--- config.mk ---
export PLATFORM = sky130hd
export DESIGN_NAME = vga_ctrl
export DESIGN_NICKNAME = d
export VERILOG_FILES = /design/src/rtl/vga_ctrl.sv
export SDC_FILE = /design/constraint.sdc
export NUM_CORES = 1
export LEC_CHECK = 0
export ABC_AREA = 1
export CAP_MARGIN = 10
export CORE_AREA = 3 3 67 85
export DETAILED_ROUTE_END_ITERATION = 10
export DIE_AREA = 0 0 70 88
export GPL_TIMING_DRIVEN = 0
export PLACE_DENSITY = 0.74
export SLEW_MARGIN = 40
export SYNTH_ARGS = -nofsm -noshare
export SYNTH_HDL_FRONTEND = slang
export SYNTH_SLANG_ARGS = --single-unit
--- constraint.sdc ---
create_clock -name vga_clk -period 2.3 [get_ports vga_clk]
set_clock_uncertainty 0.2 [all_clocks]
set_input_delay 0.23 -clock vga_clk [delete_from_list [all_inputs] [get_ports vga_clk]]
set_output_delay 0.23 -clock vga_clk [all_outputs]
set_load 0.01 [all_outputs]
--- src/rtl/vga_ctrl.sv ---
// vga_ctrl: VGA raster timing generator with a one-clock-ahead pixel request port.
//   vga_clk     pixel clock, all logic on the rising edge
//   rst         synchronous active-high reset
//   pix_data    RGB565 pixel from the image generator, valid one clock after pix_x/pix_y
//   pix_x/pix_y requested column/row (10'h3FF outside the request window / active lines)
//   hsync/vsync registered active-low sync pulses
//   de          registered display enable, high while rgb carries a visible pixel
//   rgb         registered RGB565 pixel, 0 while de is low
//   frame_start registered one-clock pulse at the start of each frame
module vga_ctrl #(
    parameter int unsigned H_SYNC  = 96,
    parameter int unsigned H_BACK  = 48,
    parameter int unsigned H_ACT   = 640,
    parameter int unsigned H_FRONT = 16,
    parameter int unsigned V_SYNC  = 2,
    parameter int unsigned V_BACK  = 33,
    parameter int unsigned V_ACT   = 480,
    parameter int unsigned V_FRONT = 10
) (
    input  logic        vga_clk,
    input  logic        rst,
    input  logic [15:0] pix_data,
    output logic [9:0]  pix_x,
    output logic [9:0]  pix_y,
    output logic        hsync,
    output logic        vsync,
    output logic        de,
    output logic [15:0] rgb,
    output logic        frame_start
);

    localparam int unsigned CW      = 10;
    localparam int unsigned H_TOTAL = H_SYNC + H_BACK + H_ACT + H_FRONT;
    localparam int unsigned V_TOTAL = V_SYNC + V_BACK + V_ACT + V_FRONT;
    localparam int unsigned HA0     = H_SYNC + H_BACK;
    localparam int unsigned VA0     = V_SYNC + V_BACK;

    localparam logic [CW-1:0] H_LAST_W = CW'(H_TOTAL - 1);
    localparam logic [CW-1:0] V_LAST_W = CW'(V_TOTAL - 1);
    localparam logic [CW-1:0] H_SYNC_W = CW'(H_SYNC);
    localparam logic [CW-1:0] V_SYNC_W = CW'(V_SYNC);
    localparam logic [CW-1:0] HA0_W    = CW'(HA0);
    localparam logic [CW-1:0] HA1_W    = CW'(HA0 + H_ACT);
    localparam logic [CW-1:0] REQ0_W   = CW'(HA0 - 1);
    localparam logic [CW-1:0] REQ1_W   = CW'(HA0 + H_ACT - 1);
    localparam logic [CW-1:0] VA0_W    = CW'(VA0);
    localparam logic [CW-1:0] VA1_W    = CW'(VA0 + V_ACT);
    localparam logic [CW-1:0] NONE_W   = 10'h3FF;

    logic [CW-1:0] cnt_h;
    logic [CW-1:0] cnt_v;
    logic          h_last;
    logic          v_last;
    logic          line_act;
    logic          pix_act;
    logic          req_win;

    assign h_last = (cnt_h == H_LAST_W);
    assign v_last = (cnt_v == V_LAST_W);

    // Horizontal/vertical position counters; cnt_v advances only on the line wrap.
    always_ff @(posedge vga_clk) begin
        if (rst) begin
            cnt_h <= '0;
            cnt_v <= '0;
        end else begin
            cnt_h <= h_last ? '0 : cnt_h + CW'(1);
            if (h_last) begin
                cnt_v <= v_last ? '0 : cnt_v + CW'(1);
            end
        end
    end

    // Visible window, and the request window one clock earlier so the
    // generator's registered pixel lands on the same edge as de.
    always_comb begin
        line_act = (cnt_v >= VA0_W) && (cnt_v < VA1_W);
        pix_act  = line_act && (cnt_h >= HA0_W) && (cnt_h < HA1_W);
        req_win  = line_act && (cnt_h >= REQ0_W) && (cnt_h < REQ1_W);
    end

    // Request coordinates are forced to "none" while reset is asserted.
    always_comb begin
        pix_x = NONE_W;
        pix_y = NONE_W;
        if (!rst && req_win) begin
            pix_x = cnt_h - REQ0_W;
        end
        if (!rst && line_act) begin
            pix_y = cnt_v - VA0_W;
        end
    end

    // Output stage: one register from the counters for every timing output.
    always_ff @(posedge vga_clk) begin
        if (rst) begin
            hsync       <= 1'b1;
            vsync       <= 1'b1;
            de          <= 1'b0;
            rgb         <= '0;
            frame_start <= 1'b0;
        end else begin
            hsync       <= !(cnt_h < H_SYNC_W);
            vsync       <= !(cnt_v < V_SYNC_W);
            de          <= pix_act;
            rgb         <= pix_act ? pix_data : 16'h0000;
            frame_start <= (cnt_h == '0) && (cnt_v == '0);
        end
    end

endmodule
=== Word level (Yosys, flattened, before mapping) ===
Index checks and enable logic that the tools add are counted.

* Memory bits (writable): 0
* ROM bits: 0
* Flip-flop bits (word level): 40
* Latch bits: 0
* Output and inout port bits: 40
* Memories kept: 0
* Word-level logic and storage cells: 40

* $add $sub $neg: 4
* Divide/modulo/power cells: 0
* $lt $le $gt $ge: 8
* Reduce and logical (&&, ||, !) cells: 15
* Eq/ne operators: 2
* Shift operators: 0
* Multiplexer cells: 3
* Bitwise operators: 1
* Multiply operators: 0

{| class="wikitable"
|+ Operator list
! cell !! number
|-
| $lt 10x10->1 const B || 3
|-
| $mux 10 || 3
|-
| $add 10x1->10 const B || 2
|-
| $eq 10x10->1 const B || 2
|-
| $ge 10x8->1 const B || 2
|-
| $logic_not 10->1 || 2
|-
| $ge 10x6->1 const B || 1
|-
| $lt 10x2->1 const B || 1
|-
| $lt 10x7->1 const B || 1
|-
| $sub 10x6->10 const B || 1
|-
| $sub 10x8->10 const B || 1
|-
| $logic_and 1x1->1 || 8
|-
| $reduce_or 2->1 || 2
|-
| $logic_not 1->1 || 3
|-
| $not 1->1 || 1
|}

=== Depth between registers and ports, before layout ===
Gate-level depths: netlist of the first run.

* Depth after elaboration: 6
* Gate-level depth with buffers: 10

=== Worst setup path after synthesis of the first run ===
Ideal clock, no wire load.

* Kind: reg2out
* Start: register cnt_v[0]
* End: output pix_x[5]
* Arrival time: 1.366 ns
* Buffers on the path: 1
* Slack: 0.504 ns
* Cell stages (with the launch flop): 10
* Cell sequence: dfxtp_1 > ha_1 > inv_1 > nand3_1 > nand2_1 > nand2_2 > inv_1 > nor2_1 > buf_4 > nand3_1

* Word-level cells in the longest chain between the ends: 6

{| class="wikitable"
|+ Ends and longest elaborated chain
! element !! line !! text
|-
| from (decl) || 51 || <nowiki>logic [CW-1:0] cnt_v;</nowiki>
|-
| from (signal assigned) || 69 || <nowiki>cnt_v <= v_last ? '0 : cnt_v + CW'(1);</nowiki>
|-
| $ge 10x6->1 / $lt 10x10->1 (equally long branches) || 77 || <nowiki>line_act = (cnt_v >= VA0_W) && (cnt_v < VA1_W);</nowiki>
|-
| $logic_and 1x1->1 (*) || 77 ||
|-
| $logic_and 1x1->1 (*) (2 in series) || 79 || <nowiki>req_win = line_act && (cnt_h >= REQ0_W) && (cnt_h < REQ1_W);</nowiki>
|-
| $logic_and 1x1->1 (*) || 86 || <nowiki>if (!rst && req_win) begin</nowiki>
|-
| $mux 10 (*) || 86 ||
|-
| to (decl) || 23 || <nowiki>output logic [9:0] pix_x,</nowiki>
|}

Every way passes the cells marked *; elsewhere a longest branch is shown, timed or not.

=== Worst setup path in the final report of the first run ===
* Start: register cnt_v[6]
* End: output pix_x[3]

Same word-level chain as after synthesis.

==> results of run 1 <==
==> layer usage <==
layer	GRT usage	wire length (um)	up-vias
met2	0.347	3170	65
met3	0.0413	270	15
met5	0	0	-
met1	0.196	2230	1001
li1	-	-	1152
met4	0.0679	144	0
==> sequential cells by signal, summed over array words and instances (netlist names) <==
| name | flops |
|---|---|
| rgb | 16 |
| de | 1 |
| vsync | 1 |
| cnt_h | 10 |
| hsync | 1 |
| frame_start | 1 |
| cnt_v | 10 |
==> placed cells by master, fill, tap and decap left out, types with 4 or more instances in the layout <==
cell type        netlist  layout
nand2_1               70      68
inv_1                 53      49
clkdlybuf4s50_1        0      36
dfxtp_1               40      31
nand3_1               32      27
nor2_1                26      25
nor2_2                18      17
buf_4                  2      14
buf_2                  3      12
a21oi_1               11      10
o21ai_0                9       9
inv_2                  5       8
nand2_2                7       8
nor2_4                 4       7
nand3_2                3       7
xor2_1                 7       7
nand4_1                7       7
clkbuf_2               0       7
buf_6                  4       6
clkbuf_8               0       5
dfxtp_2                0       5
dfxtp_4                0       4
==> power by group through the flow <==
stage | logic [uW] | clock network (uW) | registers (uW)
CTS | 79.7 | 467 | 705
finish | 78.9 | 446 | 703
detailed placement | 77.7 | 0 | 723
global placement | 76.2 | 0 | 722
global route | 89.1 | 496 | 704
floorplan | 33.6 | 0 | 723
==> metrics by stage <==
stage / util / hold slack, ps / instances
4_1_cts: 0.612 / 128 / 456
3_3_place_gp: 0.578 / 251 / 442
6_report: 0.625 / 146 / 463
5_1_grt: 0.625 / 157 / 463
2_1_floorplan: - / 142 / 324
3_5_place_dp: 0.578 / 265 / 442
==> worst min-delay path by stage <==
stage	startpoint	end	slack [ps]
CTS	rst	cnt_v[7]$_SDFFE_PP0P_	130
global route	rst	cnt_v[7]$_SDFFE_PP0P_	160
detailed placement	cnt_h[0]$_SDFF_PP0_	cnt_h[0]$_SDFF_PP0_	260
finish	rst	cnt_v[7]$_SDFFE_PP0P_	150
floorplan	pix_data[0]	rgb[0]$_SDFF_PP0_	140
global placement	cnt_h[0]$_SDFF_PP0_	cnt_h[0]$_SDFF_PP0_	250
==> worst max-delay path, cell delays in order, from the launching register on <==
cell and delay [ps]:
dfxtp_2 380, inv_4 90, nand2_2 70, nor2_2 150
nand2_1 70, nand2_1 80, nand3_2 90, nor2_4 140
buf_6 120, buf_12 120, nand3_1 60, buf_2 150
==> timing repair <==
action / CTS / global route
hold buffers: 0 / 0
pin swaps: 7 / 6
gates cloned: 2 / 0
setup buffers: 6 / 10
setup endpoints to repair: 20 / 20
resized for setup: 76 / 40
==> area by class of cell <==
| type | count | area [um^2] | area share |
|---|---|---|---|
| Multi-Input combinational cell | 216 | 1250 | 0.401 |
| Sequential cell | 40 | 822 | 0.262 |
| Timing Repair Buffer | 72 | 608 | 0.194 |
| Inverter | 59 | 226 | 0.0723 |
| Tap cell | 62 | 77.6 | 0.0248 |
| Clock buffer | 5 | 68.8 | 0.0220 |
| Buffer | 7 | 61.3 | 0.0196 |
| Clock inverter | 2 | 12.5 | 0.00400 |
==> cells by family (layout without fill, tap and decap cells) <==
group | after synthesis | in the layout | synth area share
AND/OR/NAND/NOR | 176 | 177 | 0.392
buffers and inverters | 69 | 145 | 0.134
flip-flops | 40 | 40 | 0.355
AO/OA/AOI/OAI | 25 | 25 | 0.0588
XOR/XNOR | 10 | 10 | 0.0388
adder cells (fa/ha/maj) | 4 | 4 | 0.0222
==> run metrics, run 1 <==
outcome complete, no violations; post-route ant nets 0; Fill cells about 460; per-cell routed wire length 12.6 um; DRC 0; ys async rst share 0; Synthesis Warnings 0; Critical Path Start cnt_v[6]$_SDFFE_PP0P_; P_sw about 280 uW; Worst-path clk slew ~80 ps; Final Max Tran Viols 0; GRT Total Usage 0.182; part of the power in the clock network 0.363; initial antenna violation count 0; pre-CTS setup slack -230 ps; total die area approximately 6000 um^2; total power between 1000 and 1500 uW; Buffers on Ports between 50 and 60; drt initial violations 163; Post-Syn Instances 324; top cell type's share of synthesized area 0.355; CP Class reg2out; number of global-route vias before repair 1953; reg2reg start cnt_v[0]$_SDFFE_PP0P_; Post-DP HPWL roughly 4.2 mm; top_reg_cell synth dfxtp_1; switching part of the total power 0.231; Internal Power 945 uW; Max Freq 0.446 GHz; final cycle utilization of the critical path 0.975; Core Box Area roughly 5000 um^2; Tmin final 2240 ps; Max-Cap Viols 0; total number of vias approximately 2200; Placement Cell Area ~2900 um^2; Worst-Skew Late Latency ~290 ps; total negative slack 0 ps; Synthesized Nets between 300 and 400; die width 70 um; crit path DAT between 1500 and 2000 ps; Worst setup SP type register; CTS max path bufs 2; synth unique cells 30; Rows 29; Layout Nets about 420; CP Capture Type output pin; register area share after synthesis 0.355; HP Class in2reg; post-synthesis cell type with the largest combined area dfxtp_1; DRT Wirelength 5.82 mm; fin worst setup slack about 57 ps; reg-to-reg endpoint cnt_v[9]$_SDFFE_PP0P_; Setup crit end pix_x[3]; routability cong. 0.864; VDD IR-drop max 0.266 mV; relative slew slack 0.685; Post-Layout Inst Area around 3100 um^2; CP max FO 8; reg2reg setup slack 480 ps; Num CTS Buffers 5; Synth area leaders dfxtp_1 (35%), nand2_1 (12%), inv_1 (8.8%); Mapped Avg Cell Area 6.97 um^2; routed vias/inst between 4 and 5; num ports 58; Seq pwr share 0.573; grt total ovfl 0; clock sinks 40; cell area power density slightly below 400 nW/um^2; drt first pass iters 4; Yosys reg bits 40; reg2reg path depth 7; Antenna Cells 0; Worst EP required 1870 ps; Worst-Margin Slew between 400 and 500 ps; most frequent cell after synthesis nand2_1; Post-synth EDFFs 0; Leak 0.00141 uW; largest net degree at the start of global routing 13; RSZ-0062 raised after global routing yes; leading cell types by count after synthesis nand2_1 (70), inv_1 (53), dfxtp_1 (40), nand3_1 (32), nor2_1 (26); fraction of layout cells with a size suffix above 1 0.292; Comb pwr share 0.064; Initial Util 0.451; Hold Path Depth 2; first-pass GRT wire length 8.93 mm; mapped cell area roughly 2300 um^2; CTS tree yes; H-tree levels 2; endpoints failing setup 0; synthesis-to-layout area growth 38.7%; Fin. Hold Viols 0; Chip Height between 80 and 90 um; root buffer cell clkbuf_8
Power figures use the tool's default switching activity.
==> inputs of run 2 (changes only) <==
--- a/config.mk
+++ b/config.mk
@@ -12,6 +12,7 @@
 export DIE_AREA = 0 0 70 88
 export GPL_TIMING_DRIVEN = 0
 export PLACE_DENSITY = 0.74
+export SETUP_SLACK_MARGIN = 0.15
 export SLEW_MARGIN = 40
 export SYNTH_ARGS = -nofsm -noshare
 export SYNTH_HDL_FRONTEND = slang
==> run metrics, run 2 (same netlist as run 1, synthesis figures left out) <==
worst path cell trace buf_6 > nor2_4 > nand2_4 > clkinv_4 > nand2_4 > nand2_2 > nand3_2 > nor2_4 > buf_6 > buf_12 > nand3_2 > buf_6; Rows 29; most frequent cells in the layout nand2_1 (61), inv_1 (49), clkdlybuf4s50_1 (36); Antenna Cells 0; hold-fix buffers at CTS 0; Core Box Area roughly 5000 um^2; relative slew slack 0.676; HP Class in2reg; fraction of layout cells with a size suffix above 1 0.368; grt total ovfl 0; Initial Util 0.451; commonest non-fill, non-tap cell in the layout nand2_1; final cycle utilization of the critical path 0.967; die width ~70 um; Worst-Skew Late Latency roughly 300 ps; routed vias/inst about 5.0; root buffer cell clkbuf_8; num ports between 50 and 60; Worst EP required approximately 1900 ps; Final Max Tran Viols 0; CTS max path bufs 2; Top Registers rgb: 16 flops, cnt_h: 10 flops, cnt_v: 10 flops; Chip Height about 88 um; first-pass GRT wire length between 9 and 10 mm; Worst-path clk slew roughly 80 ps; total negative slack 0 ps; Tmin final 2220 ps; crit-path max cell delay roughly 320 ps; total die area just over 6000 um^2; DRC 0; post-route ant nets 0; drt first pass iters 4; Reg with most FFs rgb; Post-DP HPWL about 4.2 mm; Max Freq between 0.4 and 0.5 GHz; CP max FO 8; synthesis-to-layout area growth 55.2%; initial antenna violation count 0; Fin. Hold Viols 0; clock sinks 40; routability cong. 0.864; number of global-route vias before repair roughly 2200; CP Class reg2out; most frequent CP cell buf_6; slowest stage cell on the critical path dfxtp_2; CP Capture Type output pin; total number of vias 2369; Layout Nets approximately 440; Leak 0.00161 uW; H-tree levels 2; Worst setup SP type register; drt initial violations 188; Num CTS Buffers 5; max FFs per register 16; CTS tree yes; outcome complete, no violations; Worst-Margin Slew approximately 490 ps; largest net degree at the start of global routing 13; per-cell routed wire length 13.8 um; Max-Cap Viols 0; Buffers on Ports 56; crit path DAT between 1500 and 2000 ps; endpoints failing setup 0; GRT Total Usage 0.200; VDD IR-drop max roughly 0.26 mV; DRT Wirelength approximately 6.5 mm; Fill cells 388; Core Util, Final 0.700; cell area power density between 300 and 400 nW/um^2; RSZ-0062 raised after global routing yes
## run 2: what timing repair did
| item | in CTS | in global routing |
|---|---|---|
| cloned | 2 | 0 |
| buffers inserted | 18 | 6 |
| pin swaps | 9 | 4 |
| gates resized for setup | 144 | 38 |
| setup endpoints to repair | 20 | 20 |
## run 2: metal layers
layer	up-vias	track usage	part of all wire
met5	-	0	0
met4	0	0.0976	0.031
li1	1176	-	-
met3	21	0.0459	0.047
met2	75	0.390	0.57
met1	1097	0.198	0.36
## run 2: worst paths after layout
kind,slack [ps],cells past startpoint,start,end
worst min-delay path,150,2,rst,cnt_v[7]$_SDFFE_PP0P_
worst max register to register,450,10,cnt_v[2]$_SDFFE_PP0P_,rgb[7]$_SDFF_PP0_
worst min register to register,280,1,cnt_h[0]$_SDFF_PP0_,cnt_h[0]$_SDFF_PP0_
worst max-delay path,80,12,cnt_v[2]$_SDFFE_PP0P_,pix_x[3]
## run 2: report_power, final
| part | internal (uW) | switching, uW |
|---|---|---|
| clock network | 205 | 248 |
| registers | 697 | 7.94 |
| logic | 44.1 | 37.1 |
## run 2: per-stage QoR
step	power (uW)	hold WS [ps]	instances	cell area, um^2	worst slack [ps]
after floorplan	757	142	324	2260	504
after global placement	798	251	442	2900	-195
after detailed placement	800	265	442	2900	-230
after CTS	1250	127	469	3280	73.0
after global routing	1290	152	475	3500	-14.4
final	1240	146	475	3500	76.9
## run 2: worst max-delay path, delay by kind of cell (launching register included)
family | cells | cell delay, ps
simple gates | 7 | 590
buf+inv | 5 | 570
flops | 1 | 320
## run 2: layout make-up
class	count	area [um^2]	area share
Timing Repair Buffer	81	772	0.220
Clock buffer	5	68.8	0.0196
Sequential cell	40	825	0.235
Inverter	59	226	0.0646
Multi-Input combinational cell	216	1420	0.406
Buffer	10	98.8	0.0282
Clock inverter	2	12.5	0.00357
Tap cell	62	77.6	0.0221
==> inputs of run 3 (changes only) <==
--- a/config.mk
+++ b/config.mk
@@ -8,12 +8,12 @@
 export ABC_AREA = 1
 export CAP_MARGIN = 10
 export CORE_AREA = 3 3 67 85
+export CTS_BUF_LIST = sky130_fd_sc_hd__clkbuf_4 sky130_fd_sc_hd__clkbuf_8 sky130_fd_sc_hd__clkbuf_16
 export DETAILED_ROUTE_END_ITERATION = 10
 export DIE_AREA = 0 0 70 88
 export GPL_TIMING_DRIVEN = 0
 export PLACE_DENSITY = 0.74
 export SETUP_SLACK_MARGIN = 0.15
-export SLEW_MARGIN = 40
 export SYNTH_ARGS = -nofsm -noshare
 export SYNTH_HDL_FRONTEND = slang
 export SYNTH_SLANG_ARGS = --single-unit
==> results of run 3 <==
The final DEF is identical to that of run 2; final timing and power are the same.
